File: config.mk
export PLATFORM = sky130hd
export DESIGN_NAME = seven_segment_mux
export DESIGN_NICKNAME = d
export VERILOG_FILES = /design/src/rtl/seg7_pkg.sv /design/src/rtl/seg7_hex_font.sv /design/src/rtl/seven_segment_mux.sv
export SDC_FILE = /design/constraint.sdc
export NUM_CORES = 1
export LEC_CHECK = 0
export CELL_PAD_IN_SITES_DETAIL_PLACEMENT = 1
export CELL_PAD_IN_SITES_GLOBAL_PLACEMENT = 1
export CORE_MARGIN = 10
export CORE_UTILIZATION = 41
export DETAILED_ROUTE_END_ITERATION = 6
export HOLD_SLACK_MARGIN = 0.1
export PLACE_DENSITY_LB_ADDON = 0.25
export SLEW_MARGIN = 20
export SYNTH_ARGS = -nofsm -noshare
export SYNTH_HDL_FRONTEND = slang
export SYNTH_SLANG_ARGS = --single-unit
File: constraint.sdc
create_clock -name clk -period 2.4 [get_ports clk]
set_clock_uncertainty 0.05 [all_clocks]
set_input_delay 0.48 -clock clk [delete_from_list [all_inputs] [get_ports clk]]
set_output_delay 0.48 -clock clk [all_outputs]
set_load 0.1 [all_outputs]
File: src/rtl/seg7_pkg.sv
// -----------------------------------------------------------------------------
// seg7_pkg
// Shared constants for the 7-segment display blocks.
//   SEG_BLANK  : all segments off (active-low bus)
//   SEG_FONT   : 16-entry hex font, active-low {dp,g,f,e,d,c,b,a}, dp off
//   hex_to_seg : nibble -> active-low segment pattern
// -----------------------------------------------------------------------------
package seg7_pkg;

  localparam logic [7:0] SEG_BLANK = 8'hFF;

  localparam logic [7:0] SEG_FONT [16] = '{
    8'hC0, 8'hF9, 8'hA4, 8'hB0,   // 0 1 2 3
    8'h99, 8'h92, 8'h82, 8'hF8,   // 4 5 6 7
    8'h80, 8'h98, 8'h88, 8'h83,   // 8 9 A b
    8'hC6, 8'hA1, 8'h86, 8'h8E    // C d E F
  };

  function automatic logic [7:0] hex_to_seg(input logic [3:0] nibble);
    return SEG_FONT[nibble];
  endfunction

endpackage

File: src/rtl/seg7_hex_font.sv
// -----------------------------------------------------------------------------
// seg7_hex_font
// Combinational hex nibble to active-low segment decoder (dp segment off).
// Ports:
//   nibble_i : 4-bit hex digit
//   seg_o    : active-low {dp,g,f,e,d,c,b,a}
// -----------------------------------------------------------------------------
module seg7_hex_font
  import seg7_pkg::*;
(
  input  logic [3:0] nibble_i,
  output logic [7:0] seg_o
);

  assign seg_o = hex_to_seg(nibble_i);

endmodule

File: src/rtl/seven_segment_mux.sv
// -----------------------------------------------------------------------------
// seven_segment_mux
// Time-multiplexes NUM_DIGITS hex nibbles onto one shared, active-low segment
// bus with active-low digit strobes. Each digit slot lasts REFRESH_DIV cycles,
// the first BLANK_CYCLES of which keep every strobe off to avoid ghosting.
// New display data is captured into a pending buffer and only copied to the
// active buffer at the end of a full scan (the commit point), so a frame never
// mixes old and new data.
// Ports:
//   clk, rst   : clock, asynchronous active-high reset
//   load_i     : one-cycle strobe, captures value/dp/enable/lz into pending
//   value_i    : nibble k drives digit k (digit 0 rightmost)
//   dp_i       : decimal point per digit
//   enable_i   : 0 forces a digit dark
//   lz_blank_i : suppress leading zeros
//   seg_o      : active-low {dp,g,f,e,d,c,b,a}
//   an_o       : active-low digit strobes, at most one low
//   frame_o    : one-cycle pulse at the commit point
//   pending_o  : pending buffer holds an uncommitted load
// -----------------------------------------------------------------------------
module seven_segment_mux
  import seg7_pkg::*;
#(
  parameter int NUM_DIGITS   = 4,
  parameter int REFRESH_DIV  = 50000,
  parameter int BLANK_CYCLES = 2
) (
  input  logic                    clk,
  input  logic                    rst,
  input  logic                    load_i,
  input  logic [4*NUM_DIGITS-1:0] value_i,
  input  logic [NUM_DIGITS-1:0]   dp_i,
  input  logic [NUM_DIGITS-1:0]   enable_i,
  input  logic                    lz_blank_i,
  output logic [7:0]              seg_o,
  output logic [NUM_DIGITS-1:0]   an_o,
  output logic                    frame_o,
  output logic                    pending_o
);

  localparam int CNT_W = (REFRESH_DIV > 1) ? $clog2(REFRESH_DIV) : 1;
  localparam int IDX_W = (NUM_DIGITS > 1) ? $clog2(NUM_DIGITS) : 1;

  // Elaboration-time parameter sanity checks.
  if (NUM_DIGITS < 1 || NUM_DIGITS > 8) begin : g_bad_digits
    $error("seven_segment_mux: NUM_DIGITS=%0d outside 1..8", NUM_DIGITS);
  end
  if (BLANK_CYCLES < 0) begin : g_bad_blank
    $error("seven_segment_mux: BLANK_CYCLES=%0d negative", BLANK_CYCLES);
  end
  if (REFRESH_DIV < BLANK_CYCLES + 2) begin : g_bad_div
    $error("seven_segment_mux: REFRESH_DIV=%0d < BLANK_CYCLES+2", REFRESH_DIV);
  end

  // Scan counters
  logic [CNT_W-1:0] div_cnt_q, div_cnt_d;
  logic [IDX_W-1:0] digit_idx_q, digit_idx_d;

  // Active (displayed) buffer
  logic [4*NUM_DIGITS-1:0] act_value_q, act_value_d;
  logic [NUM_DIGITS-1:0]   act_dp_q, act_dp_d;
  logic [NUM_DIGITS-1:0]   act_en_q, act_en_d;
  logic                    act_lz_q, act_lz_d;

  // Pending (next frame) buffer
  logic [4*NUM_DIGITS-1:0] pend_value_q, pend_value_d;
  logic [NUM_DIGITS-1:0]   pend_dp_q, pend_dp_d;
  logic [NUM_DIGITS-1:0]   pend_en_q, pend_en_d;
  logic                    pend_lz_q, pend_lz_d;
  logic                    pend_valid_q, pend_valid_d;

  // Output registers
  logic [7:0]            seg_q, seg_d;
  logic [NUM_DIGITS-1:0] an_q, an_d;

  logic wrap, commit;
  logic [3:0] act_nib [NUM_DIGITS];
  logic [NUM_DIGITS-1:0] suppress;
  logic all_zero;
  logic [3:0] cur_nib;
  logic cur_dp, cur_en, cur_sup, lit;
  logic [7:0] font_seg;

  for (genvar gi = 0; gi < NUM_DIGITS; gi++) begin : g_nib
    assign act_nib[gi] = act_value_q[4*gi +: 4];
  end

  // Leading-zero suppression: walk from the most significant digit down,
  // a digit is suppressed while it and everything above it is zero.
  // Digit 0 is always shown so a zero value still displays "0".
  always_comb begin
    all_zero = 1'b1;
    suppress = '0;
    for (int k = NUM_DIGITS - 1; k >= 0; k--) begin
      all_zero = all_zero && (act_nib[k] == 4'h0);
      if (k != 0) suppress[k] = act_lz_q && all_zero;
    end
  end

  // Select the attributes of the digit currently being scanned.
  always_comb begin
    cur_nib = 4'h0;
    cur_dp  = 1'b0;
    cur_en  = 1'b0;
    cur_sup = 1'b0;
    for (int k = 0; k < NUM_DIGITS; k++) begin
      if (digit_idx_q == IDX_W'(k)) begin
        cur_nib = act_nib[k];
        cur_dp  = act_dp_q[k];
        cur_en  = act_en_q[k];
        cur_sup = suppress[k];
      end
    end
  end

  seg7_hex_font u_font (
    .nibble_i (cur_nib),
    .seg_o    (font_seg)
  );

  // Counter, buffer and output next-state logic
  always_comb begin
    wrap   = (div_cnt_q == CNT_W'(REFRESH_DIV - 1));
    commit = wrap && (digit_idx_q == IDX_W'(NUM_DIGITS - 1));

    div_cnt_d   = wrap ? '0 : div_cnt_q + 1'b1;
    digit_idx_d = digit_idx_q;
    if (wrap) begin
      digit_idx_d = (digit_idx_q == IDX_W'(NUM_DIGITS - 1)) ? '0 : digit_idx_q + 1'b1;
    end

    act_value_d = act_value_q;
    act_dp_d    = act_dp_q;
    act_en_d    = act_en_q;
    act_lz_d    = act_lz_q;
    if (commit && pend_valid_q) begin
      act_value_d = pend_value_q;
      act_dp_d    = pend_dp_q;
      act_en_d    = pend_en_q;
      act_lz_d    = pend_lz_q;
    end

    // A load on the commit cycle wins over the clear: the old pending data
    // moves to the active buffer while the new data stays pending.
    pend_value_d = pend_value_q;
    pend_dp_d    = pend_dp_q;
    pend_en_d    = pend_en_q;
    pend_lz_d    = pend_lz_q;
    pend_valid_d = commit ? 1'b0 : pend_valid_q;
    if (load_i) begin
      pend_value_d = value_i;
      pend_dp_d    = dp_i;
      pend_en_d    = enable_i;
      pend_lz_d    = lz_blank_i;
      pend_valid_d = 1'b1;
    end

    lit = cur_en && !cur_sup && (div_cnt_q >= CNT_W'(BLANK_CYCLES));

    for (int k = 0; k < NUM_DIGITS; k++) begin
      an_d[k] = !(lit && (digit_idx_q == IDX_W'(k)));
    end
    seg_d = lit ? {font_seg[7] & ~cur_dp, font_seg[6:0]} : SEG_BLANK;
  end

  always_ff @(posedge clk or posedge rst) begin
    if (rst) begin
      div_cnt_q    <= '0;
      digit_idx_q  <= '0;
      act_value_q  <= '0;
      act_dp_q     <= '0;
      act_en_q     <= '1;
      act_lz_q     <= 1'b0;
      pend_value_q <= '0;
      pend_dp_q    <= '0;
      pend_en_q    <= '1;
      pend_lz_q    <= 1'b0;
      pend_valid_q <= 1'b0;
      seg_q        <= SEG_BLANK;
      an_q         <= '1;
    end else begin
      div_cnt_q    <= div_cnt_d;
      digit_idx_q  <= digit_idx_d;
      act_value_q  <= act_value_d;
      act_dp_q     <= act_dp_d;
      act_en_q     <= act_en_d;
      act_lz_q     <= act_lz_d;
      pend_value_q <= pend_value_d;
      pend_dp_q    <= pend_dp_d;
      pend_en_q    <= pend_en_d;
      pend_lz_q    <= pend_lz_d;
      pend_valid_q <= pend_valid_d;
      seg_q        <= seg_d;
      an_q         <= an_d;
    end
  end

  assign seg_o     = seg_q;
  assign an_o      = an_q;
  assign frame_o   = commit;
  assign pending_o = pend_valid_q;

endmodule

==> key figures <==
Status
  – Status: finished clean

STA
  – Worst-Margin Slew: 0.555 ns
  – Setup TNS: 0 ns
  – Setup Viol. Count Final: 0
  – Slew Viols, Final: 0
  – Slew margin rel.: 0.628
  – RSZ-0062 raised after global routing: yes
  – Final WS setup: 0.0753 ns
  – Final Hold Fails: 0
  – Final Critical Period: approximately 2.3 ns
  – Fmax achieved: 430 MHz
  – Final Cycle Share: 0.969

Power
  – Worst VDD drop: between 0.0004 and 0.0005 V
  – Pleak: 2.08 nW
  – Combinational Power Share: 0.051
  – Cell Int Power: 0.00200 W
  – Register share of total power: 0.551
  – Clock network power share: 0.398
  – Pwr/cell area: 556 nW/um^2
  – Sw frac: 0.230
  – P_sw: 0.000600 W

Logic synthesis
  – Synthesized area: 3750 um^2
  – Post-synth EDFFs: 0
  – YS warnings: 0
  – Synth area leaders: dfrtp_1 41%, dfstp_2 14%, mux2_2 9.0%
  – Top FF cell, synth: dfrtp_1
  – Syn avg cell area: approximately 13 um^2
  – Post-synth cell types: 45
  – Share of the synthesized area in the top cell type: 0.407
  – Ys async rst share: 1.00
  – Register area share after synthesis: 0.548
  – Syn Inst Count: 299
  – Biggest area consumer among synthesized cells: dfrtp_1
  – Synthesized net count: roughly 340
  – Seq cells post-synth: 81

Final layout
  – Post-Route Utilization: 0.532
  – Most common cell after layout, fill and taps aside: dfrtp_1
  – Most frequent cells in the layout: 60 x dfrtp_1, 32 x buf_4, 30 x mux2_2
  – Share of cells above drive strength 1: 0.395
  – Final Net Count: 400
  – Antenna cells: 0
  – Area delta synth->final: 25.0%

Floorplan
  – Rows: 34
  – Die width: 116 um
  – # IOs: between 40 and 50
  – Core area: 8810 um^2
  – Die area: 13400 um^2
  – Die height: 116 um
  – Starting Density: 0.426

Clock tree
  – Skew-Pair Late Insertion Delay: 0.36 ns
  – CTS Buffer Depth: 2
  – Clock slew at reported path FFs: 0.09 ns
  – CTS root buffer: clkbuf_8
  – CTS H-tree lvls: 3
  – CTS tree: yes
  – Sink Count: 81
  – Num CTS Buffers: 9
  – # hold bufs at CTS: 0

GRT
  – Gr usage total: 0.135
  – First-pass GRT wire length: 14300 um
  – Grt total ovfl: 0
  – Largest net degree at the start of global routing: 82
  – Initial antenna violation count: 0
  – Via count of the first global-routing pass: around 2800

Route
  – Via count: 2477
  – Drt via density: approximately 5.2
  – Antenna-violating nets left: 0
  – First DRT Iteration DRCs: 137
  – Drt total wl: 8430 um
  – Length of the first detailed-routing pass in iterations: 4
  – Routed WL per cell: approximately 18 um
  – Post-route DRC: 0

Critical path
  – WP data arrival: 2.56 ns
  – Worst Setup Start Kind: register
  – Crit Path Class: reg2reg
  – Worst-path fanout max: 4
  – Nature of the critical path endpoint: register
  – Required @ worst endpoint: 2.63 ns

Place
  – Pre-CTS WS: -0.0326 ns
  – Final Wtd Congestion: 0.850
  – IO buf count: 41
  – DP HPWL: 5900 um

Job
  – Max-cap violations: 0

Worst hold path
  – Worst hold path class: reg2reg
[final timing paths]
| path | startpoint | endpoint | slack, ns | cells after the start |
|---|---|---|---|---|
| min in group asynchronous | rst | div_cnt_q[4]$_DFF_PP0_ | 0.53 | 3 |
| worst min-delay path | pend_dp_q[1]$_DFFE_PP0P_ | act_dp_q[1]$_DFFE_PP0P_ | 0.46 | 1 |
| worst min register to register | pend_dp_q[1]$_DFFE_PP0P_ | act_dp_q[1]$_DFFE_PP0P_ | 0.46 | 1 |
| worst max register to register | digit_idx_q[0]$_DFFE_PP0N_ | seg_o[3]$_DFF_PP1_ | 0.08 | 11 |
| max in group asynchronous | rst | act_en_q[3]$_DFFE_PP1P_ | 1.39 | 3 |
| worst max-delay path | digit_idx_q[0]$_DFFE_PP0N_ | seg_o[3]$_DFF_PP1_ | 0.08 | 11 |
[through the flow]
stage / instance area (um^2) / hold WS [ns] / total power (W) / instances
after CTS: 4610 / 0.461 / 0.00264 / 470
after global routing: 4680 / 0.482 / 0.00272 / 473
after detailed placement: 4350 / 0.442 / 0.00160 / 450
after global placement: 4350 / 0.430 / 0.00159 / 450
final: 4680 / 0.459 / 0.00260 / 473
after floorplan: 3760 / 0.410 / 0.00152 / 299
[area by class of cell]
| class | count | area, um^2 |
|---|---|---|
| Fill cell | 915 | 4120 |
| Multi-Input combinational cell | 194 | 1670 |
| Clock inverter | 6 | 66.3 |
| Clock buffer | 10 | 138 |
| Sequential cell | 81 | 2050 |
| Tap cell | 108 | 135 |
| Inverter | 12 | 48.8 |
| Timing Repair Buffer | 62 | 571 |
[power groups by stage]
| stage | clock [W] | sequential (W) | combinational, W |
|---|---|---|---|
| after floorplan | 0 | 0.00145 | 0.0000726 |
| after global placement | 0 | 0.00146 | 0.000131 |
| after detailed placement | 0 | 0.00146 | 0.000137 |
| after CTS | 0.00107 | 0.00144 | 0.000137 |
| after global routing | 0.00113 | 0.00144 | 0.000147 |
| final | 0.00104 | 0.00143 | 0.000132 |
[cell families after synthesis]
family / after synthesis / synth area share
buffers and inverters: 24 / 0.0287
and+or+nand+nor: 83 / 0.113
AOI/OAI and AO/OA: 34 / 0.0644
adders and majority gates: 12 / 0.0401
DFF: 81 / 0.548
muxes: 52 / 0.176
xor gates and xnor gates: 13 / 0.0304
[sequential cells by signal, summed over array words and instances, names as in the netlist, 4 cells and up]
signal,flops
pend_dp_q,4
div_cnt_q,16
act_dp_q,4
pend_en_q,4
pend_value_q,16
seg_o,8
act_en_q,4
an_o,4
act_value_q,16
[what timing repair did]
action / 4_1_cts / 5_1_grt
gates resized for setup: 8 / 13
pin swaps: 3 / 3
endpoints found under the setup margin: 2 / 4
buffers inserted: 4 / 3
[critical path: stages, from the launching register on]
cell and delay (ns):
dfrtp_1 0.40, inv_2 0.07, ha_2 0.21, or2_4 0.28, a221oi_2 0.21, nor2_2 0.06
inv_1 0.14, ha_4 0.16, inv_1 0.06, or3_1 0.37, a21oi_1 0.15, o31ai_1 0.08
[cell usage after synthesis, drive strengths merged (2+ instances only)]
cell type  count
dfrtp         61
mux2          50
dfstp         20
nand2         20
nor2          19
nand3         14
ha            12
inv           12
a21oi          7
nor3           7
nor4           7
xnor2          7
buf            6
clkbuf         6
xor2           6
o21ai          5
a211oi         4
and2           4
nand4          4
o22ai          4
a221oi         3
mux2i          2
nand2b         2
o311ai         2
o31ai          2
or2            2
[metal layers]
layer,global-route usage,vias to the layer above,share of wire
li1,-,1172,-
met1,0.168,1253,0.45
met2,0.218,41,0.49
met3,0.0310,11,0.033
met4,0.0625,0,0.019
met5,0,-,0
Note: power is estimated with default switching activity, not from simulation.
